$ cat src/rtl/syscall_sequencer.sv
// Syscall sequencer: stalls fetch/decode, drains in-flight writes, captures
// v0/a0/a1 and either services the call over a valid/ready channel or halts.
module syscall_sequencer #(
  parameter int unsigned DRAIN_CYCLES    = 3,
  parameter logic [31:0] CODE_PRINT_INT  = 32'd1,
  parameter logic [31:0] CODE_PRINT_STR  = 32'd4,
  parameter logic [31:0] CODE_EXIT       = 32'd10,
  parameter logic [31:0] CODE_PRINT_CHAR = 32'd11
) (
  input  logic        clk,
  input  logic        rst,
  input  logic        syscall_d,
  input  logic [31:0] v0_in,
  input  logic [31:0] a0_in,
  input  logic [31:0] a1_in,
  output logic        stall_fd,
  output logic        flush_e,
  output logic        out_valid,
  input  logic        out_ready,
  output logic [31:0] out_code,
  output logic [31:0] out_data,
  output logic [31:0] out_aux,
  output logic        unsupported,
  output logic        done,
  output logic        halted
);

  typedef enum logic [2:0] {
    S_IDLE, S_DRAIN, S_CAPTURE, S_SEND, S_RELEASE, S_HALT
  } state_t;

  localparam logic [3:0] DRAIN_LOAD = 4'(DRAIN_CYCLES - 1);

  state_t      state_q, state_d;
  logic [3:0]  cnt_q, cnt_d;
  logic [31:0] code_q, code_d, data_q, data_d, aux_q, aux_d;
  logic        valid_q, valid_d, unsup_q, unsup_d, done_q, done_d, halted_q, halted_d;

  always_comb begin
    state_d = state_q;
    cnt_d   = cnt_q;
    code_d  = code_q;
    data_d  = data_q;
    aux_d   = aux_q;
    unsup_d = 1'b0;
    case (state_q)
      S_IDLE:    if (syscall_d) begin
                   state_d = S_DRAIN;
                   cnt_d   = DRAIN_LOAD;
                 end
      S_DRAIN:   if (cnt_q == 4'd0) state_d = S_CAPTURE;
                 else               cnt_d   = cnt_q - 4'd1;
      S_CAPTURE: begin
        code_d = v0_in;
        data_d = a0_in;
        aux_d  = a1_in;
        if (v0_in == CODE_EXIT)
          state_d = S_HALT;
        else if (v0_in == CODE_PRINT_INT || v0_in == CODE_PRINT_STR ||
                 v0_in == CODE_PRINT_CHAR)
          state_d = S_SEND;
        else begin
          state_d = S_RELEASE;
          unsup_d = 1'b1;
        end
      end
      S_SEND:    if (out_ready) state_d = S_RELEASE;
      // syscall_d still shows the retiring syscall here, so it is not sampled
      S_RELEASE: state_d = S_IDLE;
      S_HALT:    state_d = S_HALT;
      default:   state_d = S_IDLE;
    endcase
    // Status outputs are registered copies of the state being entered
    valid_d  = (state_d == S_SEND);
    done_d   = (state_d == S_RELEASE);
    halted_d = (state_d == S_HALT);
  end

  always_ff @(posedge clk or posedge rst) begin
    if (rst) begin
      state_q  <= S_IDLE;
      cnt_q    <= 4'd0;
      code_q   <= 32'd0;
      data_q   <= 32'd0;
      aux_q    <= 32'd0;
      valid_q  <= 1'b0;
      unsup_q  <= 1'b0;
      done_q   <= 1'b0;
      halted_q <= 1'b0;
    end else begin
      state_q  <= state_d;
      cnt_q    <= cnt_d;
      code_q   <= code_d;
      data_q   <= data_d;
      aux_q    <= aux_d;
      valid_q  <= valid_d;
      unsup_q  <= unsup_d;
      done_q   <= done_d;
      halted_q <= halted_d;
    end
  end

  always_comb begin
    stall_fd = 1'b0;
    case (state_q)
      S_IDLE:                             stall_fd = syscall_d;
      S_DRAIN, S_CAPTURE, S_SEND, S_HALT: stall_fd = 1'b1;
      default:                            stall_fd = 1'b0;
    endcase
  end

  assign flush_e     = stall_fd;
  assign out_valid   = valid_q;
  assign out_code    = code_q;
  assign out_data    = data_q;
  assign out_aux     = aux_q;
  assign unsupported = unsup_q;
  assign done        = done_q;
  assign halted      = halted_q;

endmodule

$ cat config.mk
export PLATFORM = sky130hd
export DESIGN_NAME = syscall_sequencer
export DESIGN_NICKNAME = d
export VERILOG_FILES = /design/src/rtl/syscall_sequencer.sv
export SDC_FILE = /design/constraint.sdc
export NUM_CORES = 1
export LEC_CHECK = 0
export ABC_AREA = 1
export BUFFER_PORTS_ARGS = -buffer_cell sky130_fd_sc_hd__buf_2
export CELL_PAD_IN_SITES_DETAIL_PLACEMENT = 0
export CELL_PAD_IN_SITES_GLOBAL_PLACEMENT = 1
export CORE_MARGIN = 8
export CORE_UTILIZATION = 33
export DETAILED_ROUTE_END_ITERATION = 8
export HOLD_SLACK_MARGIN = 0.15
export PLACE_DENSITY = 0.89
export SLEW_MARGIN = 10
export SYNTH_ARGS = -nofsm -noshare
export SYNTH_HDL_FRONTEND = slang
export SYNTH_SLANG_ARGS = --single-unit
$ cat constraint.sdc
create_clock -name clk -period 4.2 [get_ports clk]
set_clock_uncertainty 0.2 [all_clocks]
set_input_delay 0.21 -clock clk [delete_from_list [all_inputs] [get_ports clk]]
set_output_delay 0.21 -clock clk [all_outputs]
set_load 0.01 [all_outputs]
==> results of run 1 <==
where the power goes:
part           switching, W  total, W  leakage [nW]  internal, W
Sequential         0.000297   0.00185          1.28      0.00155
Combinational       0.00105   0.00176          2.29     0.000713
Clock              0.000363  0.000960         0.170     0.000597
Total               0.00171   0.00457          3.74      0.00286
cell families after synthesis:
kind of cell / share of synthesized area
AO/OA/AOI/OAI: 0.0148
XOR/XNOR: 0.00407
adder cells (fa/ha/maj): 0.00582
buffers and inverters: 0.0413
flip-flops: 0.623
AND/OR/NAND/NOR: 0.311
worst max-delay path, delay by kind of cell, from the launching register on:
kind / cells / cell delay, ns
buffers and inverters: 3 / 1.36
AND/OR/NAND/NOR: 3 / 0.31
flip-flops: 1 / 0.44
cells in the final DEF, fill, tap and decap left out:
cell	n
nand2_1	306
buf_2	201
dfrtp_1	107
dlygate4sd3_1	99
nor2_1	30
inv_1	15
clkbuf_16	9
nand3_1	5
o21ai_1	5
clkinv_2	3
a21oi_1	3
nand4_1	3
bufinv_16	3
buf_4	3
diode_2	2
inv_2	2
o21ai_0	2
xor2_1	2
ha_1	2
nor3_4	1
nor2_2	1
o21a_1	1
inv_4	1
nand2_2	1
nor3_1	1
a31oi_1	1
clkbuf_8	1
clkbuf_1	1
worst paths after layout:
check,start,end,slack [ns],depth (start not counted)
min in group asynchronous,rst,out_data[23]$_DFFE_PP0P_,0.45,3
min reg2reg,out_aux[5]$_DFFE_PP0P_,out_aux[5]$_DFFE_PP0P_,0.27,2
max,state_q[1]$_DFF_PP0_,out_aux[13]$_DFFE_PP0P_,1.75,6
min,out_aux[5]$_DFFE_PP0P_,out_aux[5]$_DFFE_PP0P_,0.27,2
max in group asynchronous,rst,out_aux[24]$_DFFE_PP0P_,2.38,4
max reg2reg,state_q[1]$_DFF_PP0_,out_aux[13]$_DFFE_PP0P_,1.75,6
synthesized netlist by cell type (all sizes together):
master | number | share of area
ha | 2 | 0.0058
xor2 | 2 | 0.0041
dfrtp | 107 | 0.62
nand2 | 307 | 0.27
nor2 | 31 | 0.028
nand3 | 5 | 0.0058
o21ai | 7 | 0.0081
a21oi | 3 | 0.0035
nor3 | 2 | 0.0049
a31oi | 1 | 0.0015
buf | 17 | 0.020
clkbuf | 5 | 0.0044
o21a | 1 | 0.0017
nand4 | 3 | 0.0044
inv | 19 | 0.017
per-layer routing:
metal / global-route usage / vias up
met2: 0.266 / 141
met1: 0.185 / 2001
li1: - / 2123
met4: 0.0881 / 0
met3: 0.0379 / 25
met5: 0 / -
per-stage QoR:
step           hold slack (ns)  setup slack (ns)
2_1_floorplan            0.127             0.973
3_3_place_gp             0.210              1.83
3_5_place_dp             0.217              1.71
4_1_cts                  0.273              1.70
5_1_grt                  0.290              1.57
6_report                 0.266              1.75
layout make-up:
class | instances | area (um2)
fillers | 1156 | 5890
flip-flops and latches | 107 | 2680
repair buffers | 303 | 2020
multi-input cells | 364 | 1450
clock buffers | 11 | 243
well taps | 172 | 215
clock inverters | 5 | 100
inverters | 19 | 75.1
diodes | 2 | 5.00
state kept, by name (all words and copies together) (netlist names):
register,cells
state_q,3
out_valid,1
done,1
out_code,32
out_data,32
unsupported,1
cnt_q,4
halted,1
out_aux,32
repair_timing:
| action | CTS | global route |
|---|---|---|
| buffers inserted | 0 | 0 |
| hold buffers | 99 | 0 |
| endpoints found under the hold margin | 178 | 0 |
==> metrics.yaml, run 1 <==
status: "finished, final reports clean"
crit_arrival_ns: 2.49
fin_cells: 983
drtIter0Drc: 203
num-nets-final: 906
end_kind: "flop"
port-buffer-count: 201
grt_pass1_wl_um: 21300
route.detailed.drc: 0
yosysSeqAreaShare: 0.623
dr.pass1.iters: 4
syn-instance-count: 512
die_area_um2: 16900
p_leak_nw: 3.74
dpl.cell_count: 866
dpl.hpwl_um: 9100
grt_usage: 0.159
cpPeakStageDelay_ns: 0.73
cts_buffers: 9
viasPerCell: 4.36
fp-row-count: 41
crit_fanout: 67
core-area_um2: 12700
grt_pass1_vias: 4376
synth_seq_cells: 107
die_y_um: 130
clk_pin_slew_ns: 0.07
cts.sinks: 107
setup_tns_ns: 0
ys_warn_count: 0
drt-wirelength-per-cell_um: 13.8
antenna_found_initial: 0
critPathLaunchType: "flop"
maxUsedRoutingLayer: "met4"
setup_violations: 0
totalWireLength_um: 13600
overflow: 0
max-cap-violations: 0
clkLatencyLatePin_ns: 0.34
critPathSlowestCell: "clkinv_2"
ys_types: 21
ir_worst_vdd_mv: 0.388
fin_area_um2: 6780
place_congestion: 0.742
path_class: "flop to flop"
wl_met3_um: 854
ant_nets: 0
worst-slew-pin-transition_ns: 0.981
hold_violations: 0
grt_max_degree: 96
post_cts_resized: 0
root_buffer: "clkbuf_16"
syn_to_final_growth_pct: 57.7
met2_length_um: 6780
routed-via-count: 4290
initial_utilization: 0.339
post_dp_cell_area_um2: 5440
syn_area_um2: 4300
path_common_cell: "nand2_1"
post-route-util: 0.535
cts_tree: "done"
clock_path_buffers: 2
drt-met1-wl_um: 5600
powerDensity_nw_per_um2: 674
path_cells: "inv_2 -> nor3_4 -> clkinv_2 -> buf_4 -> nand2_1 -> nand2_1"
slew_violations: 0
min_period_ns: 2.45
synth_nets: 614
min_period_over_period: 0.584
clock.fmax_mhz: 408
rsz0062_at_grt: "false"
die_w_um: 130
total_power_w: 0.00457
cp_data_required_time_ns: 4.24
synth_area_per_cell_um2: 8.40
drive_gt1_frac: 0.279
slew_headroom: 0.346
hold_path.class: "flop to flop"
io_pins: 202
cts_htree_levels: 3
No activity file was read; power rests on OpenSTA's default activity.
==> run 2: changes to the inputs <==
--- a/config.mk
+++ b/config.mk
@@ -5,7 +5,7 @@
 export SDC_FILE = /design/constraint.sdc
 export NUM_CORES = 1
 export LEC_CHECK = 0
-export ABC_AREA = 1
+export ABC_AREA = 0
 export BUFFER_PORTS_ARGS = -buffer_cell sky130_fd_sc_hd__buf_2
 export CELL_PAD_IN_SITES_DETAIL_PLACEMENT = 0
 export CELL_PAD_IN_SITES_GLOBAL_PLACEMENT = 1
==> constraint.sdc (replaced) <==
create_clock -name clk -period 2.6 [get_ports clk]
set_clock_uncertainty 0.2 [all_clocks]
set_input_delay 0.13 -clock clk [delete_from_list [all_inputs] [get_ports clk]]
set_output_delay 0.13 -clock clk [all_outputs]
set_load 0.01 [all_outputs]
==> run 2 against run 1 <==
  * Global-route usage is 0.46 points higher
  * Die area rose by 0.31%
  * Sequential power decreased by 10%
  * Critical path depth fell by 2
  * Synthesized area rose by 0.35%
  * Maximum frequency grew 6.6%
  * Non-clock buffer count unchanged
  * Via count up 0.98%
  * Power decreased by 24%
  * First-iteration DRC count grew 18%
  * Critical endpoint is now state_q[1]$_DFF_PP0_
  * Largest cell class unchanged
  * Largest power group unchanged
==> metrics.yaml, run 2 <==
clk_pin_slew_ns: 0.07  # about the same
crit_fanout: 98  # was 67
ant_nets: 0  # unchanged
fp-row-count: 41  # unchanged
io_pins: 202  # unchanged
worst-slew-pin-transition_ns: 1.08  # was 0.981 ns
syn_to_final_growth_pct: 57.3  # was 57.7%
status: "finished, final reports clean"  # unchanged
cts_tree: "done"  # unchanged
dpl.hpwl_um: 9250  # was 9100 um
synth_area_leaders: "dfrtp_1, nand2_1, buf_2, clkbuf_1, nor4_1"  # was dfrtp_1, nand2_1, nor2_1, buf_2, inv_1
final_cell_mix: "nand2_1, buf_2, dfrtp_1"  # unchanged
port-buffer-count: 201  # unchanged
overflow: 0  # unchanged
grt_use_met3: 0.0510  # was 0.0379
slew_violations: 0  # unchanged
cp_data_required_time_ns: 2.63  # was 4.24 ns
fin_area_um2: 6790  # was 6780 um2
final_common_cell: "nand2_1"  # unchanged
setup_tns_ns: 0  # unchanged
r2r_slack_ns: 0.30  # was 1.75 ns
postCtsHoldBufs: 98  # was 99
routed-via-count: 4332  # was 4,290
grt_pass1_wl_um: 22100  # was 21,300 um
yosysMostFrequentCell: "nand2_1"  # unchanged
crit_family: "simple AND/OR/NAND/NOR gates"  # was buffers and inverters
core-area_um2: 12700  # unchanged
crit_arrival_ns: 2.32  # was 2.49 ns
synthTopCellsByCount: "nand2_1, dfrtp_1, clkbuf_1"  # was nand2_1, dfrtp_1, nor2_1
rsz0062_at_grt: "false"  # unchanged
end_kind: "flop"  # unchanged
grtUsageMet1: 0.185  # about the same
synth_nets: 593  # was 614
grt_max_degree: 99  # was 96
hold_violations: 0  # unchanged
clock_path_buffers: 2  # unchanged
initial_utilization: 0.341  # was 0.339
route.detailed.drc: 0  # unchanged
synth_area_per_cell_um2: 8.79  # was 8.40 um2
antenna_found_initial: 0  # unchanged
place_congestion: 0.849  # was 0.742
num-nets-final: 881  # was 906
critPathLaunchType: "flop"  # unchanged
grtUsageMet2: 0.275  # was 0.266
min_period_ns: 2.30  # was 2.45 ns
max-cap-violations: 0  # unchanged
post_dp_cell_area_um2: 5460  # was 5440 um2
viasPerCell: 4.53  # was 4.36
cts_htree_levels: 3  # unchanged
min_period_over_period: 0.884  # was 0.584
grt_pass1_vias: 4524  # was 4,376
cts_buffers: 9  # unchanged
slew_headroom: 0.281  # was 0.346
powerDensity_nw_per_um2: 511  # was 674 nW/um2
hold_path.class: "input port to flop"  # was flop to flop
dr.pass1.iters: 5  # was 4
clock.fmax_mhz: 435  # was 408 MHz
die_area_um2: 17000  # was 16,900 um2
synth_top_area_frac: 0.620  # was 0.623
drtIter0Drc: 240  # was 203
die_w_um: 130  # about the same
path_cells: "nand2b_2 -> or2_4 -> nor2_1 -> a32o_1"  # was inv_2 -> nor3_4 -> clkinv_2 -> buf_4 -> nand2_1 -> nand2_1
ys_warn_count: 0  # unchanged
p_leak_nw: 3.13  # was 3.74 nW
syn_area_um2: 4320  # was 4300 um2
yosysSeqAreaShare: 0.620  # was 0.623
cpPeakStageDelay_ns: 0.84  # was 0.73 ns
drive_gt1_frac: 0.286  # was 0.279
dpl.cell_count: 842  # was 866
synth_flop_cell: "dfrtp_1"  # unchanged
root_buffer: "clkbuf_16"  # unchanged
path_buf_inv: 0  # was 3
cts.sinks: 107  # unchanged
critPathSlowestCell: "or2_4"  # was clkinv_2
postCtsSetupBuffers: 0  # unchanged
totalWireLength_um: 14000  # was 13,600 um
fin_cells: 957  # was 983
nFillCells: 1129  # was 1,156
async_flop_share: 1.00  # unchanged
path_class: "flop to flop"  # unchanged
synth_largest_area_cell: "dfrtp_1"  # unchanged
syn-instance-count: 491  # was 512
ir_worst_vdd_mv: 0.339  # was 0.388 mV
drt-wirelength-per-cell_um: 14.6  # was 13.8 um
synth_edf_count: 0  # unchanged
post_cts_resized: 0  # unchanged
setup_violations: 0  # unchanged
busiest_layer: "met2"  # unchanged
ys_types: 35  # was 21
die_y_um: 130  # about the same
clkLatencyLatePin_ns: 0.34  # about the same
synth_seq_cells: 107  # unchanged
grt_usage: 0.164  # was 0.159
-- run 2: worst register-to-register path: stages (launching register included) --
cell	delay (ns)
dfrtp_1	0.46
nand2b_2	0.22
or2_4	0.84
nor2_1	0.20
a32o_1	0.27
-- run 2: final cells by class --
cell class,instances,area [um2],share of cell area
well taps,172,215,0.0317
inverters,4,18.8,0.00276
clock buffers,12,246,0.0363
diodes,1,2.50,0.000369
repair buffers,303,2020,0.297
clock inverters,4,97.6,0.0144
flip-flops and latches,107,2680,0.394
multi-input cells,354,1510,0.223
-- run 2: logic make-up (layout without fill, tap and decap cells) --
family,Yosys count,in the layout,synth area share
DFF,107,107,0.620
buffers and inverters,30,323,0.0307
muxes,1,1,0.00232
other,0,1,0
and+or+nand+nor,328,328,0.304
adders and majority gates,2,2,0.00580
AOI/OAI and AO/OA,20,20,0.0307
xor gates and xnor gates,3,3,0.00609
-- run 2: per-layer routing --
layer	share of wire	routed length (um)
met5	0	0
met4	0.029	403
met3	0.084	1170
met2	0.49	6790
met1	0.40	5600
-- run 2: path summary, 6_finish.rpt --
kind / cells past startpoint / from / endpoint
min reg2reg: 2 / out_aux[27]$_DFFE_PP0P_ / out_aux[27]$_DFFE_PP0P_
min: 4 / syscall_d / cnt_q[3]$_DFFE_PP0P_
min in group asynchronous: 4 / rst / out_data[0]$_DFFE_PP0P_
max reg2reg: 4 / state_q[2]$_DFF_PP0_ / state_q[1]$_DFF_PP0_
max in group asynchronous: 4 / rst / out_code[10]$_DFFE_PP0P_
max: 4 / state_q[2]$_DFF_PP0_ / state_q[1]$_DFF_PP0_
-- run 2: stage by stage --
| step | worst slack (ns) | total power, W | util | hold slack (ns) |
|---|---|---|---|---|
| 6_report | 0.301 | 0.00347 | 0.536 | 0.218 |
| 2_1_floorplan | 0.718 | 0.00173 | - | 0.0257 |
| 4_1_cts | 0.255 | 0.00352 | 0.535 | 0.202 |
| 3_3_place_gp | 0.372 | 0.00183 | 0.431 | 0.119 |
| 3_5_place_dp | 0.266 | 0.00183 | 0.431 | 0.126 |
| 5_1_grt | 0.117 | 0.00359 | 0.535 | 0.249 |
-- run 2: power by group --
part             switching (W)  internal (W)
registers      0.0000000000650       0.00166
logic                0.0000929      0.000156
clock network         0.000584      0.000969
==> run 3: changes to the inputs <==
--- a/config.mk
+++ b/config.mk
@@ -13,7 +13,8 @@
 export CORE_UTILIZATION = 33
 export DETAILED_ROUTE_END_ITERATION = 8
 export HOLD_SLACK_MARGIN = 0.15
-export PLACE_DENSITY = 0.89
+export PLACE_DENSITY = 0.77
+export REMOVE_ABC_BUFFERS = 1
 export SLEW_MARGIN = 10
 export SYNTH_ARGS = -nofsm -noshare
 export SYNTH_HDL_FRONTEND = slang
==> run 3 against run 2 <==
  * Core utilization decreased by 0.11 points
  * Sequential share of layout area rose by 0.080 points
  * Wire length down 1.6%
  * Highest routed layer unchanged
  * Non-clock buffer count is 1 lower
  * Global-route usage down 0.41 points
  * Cell count decreased by 0.21%
  * Maximum frequency down 4.9%
  * First-iteration DRC count is 4.6% higher
  * Worst setup slack worse by 0.12 ns
  * Critical endpoint is now halted$_DFF_PP0_
  * Register-to-register slack lost 0.02 ns
==> metrics.yaml, run 3 (synthesized netlist as in run 2, its figures left out) <==
die_area_um2: 17000  # unchanged
num-nets-final: 880  # was 881
status: "finished, final reports clean"  # unchanged
totalWireLength_um: 13700  # was 14,000 um
clock_path_buffers: 2  # unchanged
cts_htree_levels: 3  # unchanged
initial_utilization: 0.341  # unchanged
overflow: 0  # unchanged
root_buffer: "clkbuf_16"  # unchanged
total_power_w: 0.00331  # was 0.00347 W
ir_worst_vdd_mv: 0.267  # was 0.339 mV
cp-startpoint: "v0_in[9]"  # was state_q[2]$_DFF_PP0_
syn_to_final_growth_pct: 57.0  # was 57.3%
min_period_ns: 2.42  # was 2.30 ns
setup_slack_ns: 0.184  # was 0.301 ns
min_period_over_period: 0.929  # was 0.884
pre_cts_slack_ns: 0.309  # was 0.266 ns
die_w_um: 130  # unchanged
cp_data_required_time_ns: 2.68  # was 2.63 ns
clkLatencyLatePin_ns: 0.34  # about the same
port-buffer-count: 201  # unchanged
viasPerCell: 4.42  # was 4.53
die_y_um: 130  # unchanged
cts.sinks: 107  # unchanged
end_kind: "flop"  # unchanged
slew_violations: 0  # unchanged
drive_gt1_frac: 0.284  # was 0.286
critPathCapture: "halted$_DFF_PP0_"  # was state_q[1]$_DFF_PP0_
antenna_found_initial: 0  # unchanged
cts_tree: "done"  # unchanged
critPathLaunchType: "input port"  # was flop
hold_violations: 0  # unchanged
setup_tns_ns: 0  # unchanged
fin_area_um2: 6770  # was 6790 um2
final_common_cell: "nand2_1"  # unchanged
ant_nets: 0  # unchanged
core-area_um2: 12700  # unchanged
slew_headroom: 0.261  # was 0.281
p_leak_nw: 3.12  # was 3.13 nW
worst-slew-pin-transition_ns: 1.11  # was 1.08 ns
setup_violations: 0  # unchanged
grt_pass1_vias: 4348  # was 4,524
crit_fanout: 3  # was 98
route.detailed.drc: 0  # unchanged
dpl.hpwl_um: 8980  # was 9250 um
dr.pass1.iters: 5  # unchanged
powerDensity_nw_per_um2: 488  # was 511 nW/um2
crit_arrival_ns: 2.49  # was 2.32 ns
cts_buffers: 9  # unchanged
final_cell_mix: "nand2_1, buf_2, dfrtp_1"  # unchanged
drtIter0Drc: 251  # was 240
grt_max_degree: 102  # was 99
hold_ws_ns: 0.207  # was 0.218 ns
r2r_end: "halted$_DFF_PP0_"  # was state_q[1]$_DFF_PP0_
nFillCells: 1157  # was 1,129
io_pins: 202  # unchanged
drt-wirelength-per-cell_um: 14.4  # was 14.6 um
rsz0062_at_grt: "false"  # unchanged
routed-via-count: 4220  # was 4,332
hold_path.class: "input port to asynchronous set/reset pin"  # was input port to flop
grt_pass1_wl_um: 21400  # was 22,100 um
place_congestion: 0.742  # was 0.849
clk_pin_slew_ns: 0.07  # about the same
path_class: "input port to flop"  # was flop to flop
reg2reg_from: "state_q[2]$_DFF_PP0_"  # unchanged
clock.fmax_mhz: 414  # was 435 MHz
r2r_cells: 6  # was 4
fp-row-count: 41  # unchanged
post_dp_cell_area_um2: 5470  # was 5460 um2
r2r_slack_ns: 0.28  # was 0.30 ns
grt_usage: 0.160  # was 0.164
max-cap-violations: 0  # unchanged
antennaDiodeCount: 0  # was 1
==> run 3: repair_timing <==
| item | CTS | global route |
|---|---|---|
| endpoints found under the setup margin | 0 | 1 |
| hold buffers | 99 | 0 |
| gates resized for setup | 0 | 1 |
| hold endpoints to repair | 147 | 0 |
| buffers inserted | 0 | 0 |
==> run 3: report_power, final <==
part / switching (W) / internal (W) / total [W]
Clock: 0.000565 / 0.000828 / 0.00139
Combinational: 0.0000927 / 0.000158 / 0.000250
Sequential: 0.0000000000654 / 0.00166 / 0.00166
==> run 3: through the flow <==
stage                     instances   util
after global routing            955  0.535
after global placement          840  0.432
after detailed placement        840  0.432
after floorplan                 465      -
final                           955  0.535
after CTS                       955  0.534
==> run 3: per-layer routing <==
metal  global-route usage  part of all wire
met1                0.190              0.41
met2                0.258              0.47
met3               0.0530             0.088
met4               0.0722             0.031
met5                    0                 0
==> run 3: final cells by class <==
class	count	area, um2	area share
clock inverters	1	30.0	0.00443
repair buffers	302	2040	0.301
flip-flops and latches	107	2680	0.395
inverters	4	17.5	0.00259
clock buffers	15	278	0.0410
multi-input cells	354	1520	0.224
well taps	172	215	0.0318
==> run 3: worst min-delay path by stage <==
stage | start | endpoint | slack (ns) | cells after the start
global route | syscall_d | cnt_q[2]$_DFFE_PP0P_ | 0.22 | 4
CTS | syscall_d | cnt_q[2]$_DFFE_PP0P_ | 0.20 | 4
global placement | rst | out_data[3]$_DFFE_PP0P_ | 0.03 | 2
detailed placement | rst | out_data[5]$_DFFE_PP0P_ | 0.04 | 2
finish | rst | out_data[3]$_DFFE_PP0P_ | 0.21 | 3
floorplan | v0_in[0] | halted$_DFF_PP0_ | 0.03 | 1
==> run 3: worst max-delay path, cell delays in order <==
cell and delay [ns]:
dlygate4sd3_1 0.55, buf_2 0.14, nor4_1 0.33, nand4_1 0.23, or2_1 0.32, o31ai_1 0.22
dlygate4sd3_1 0.57
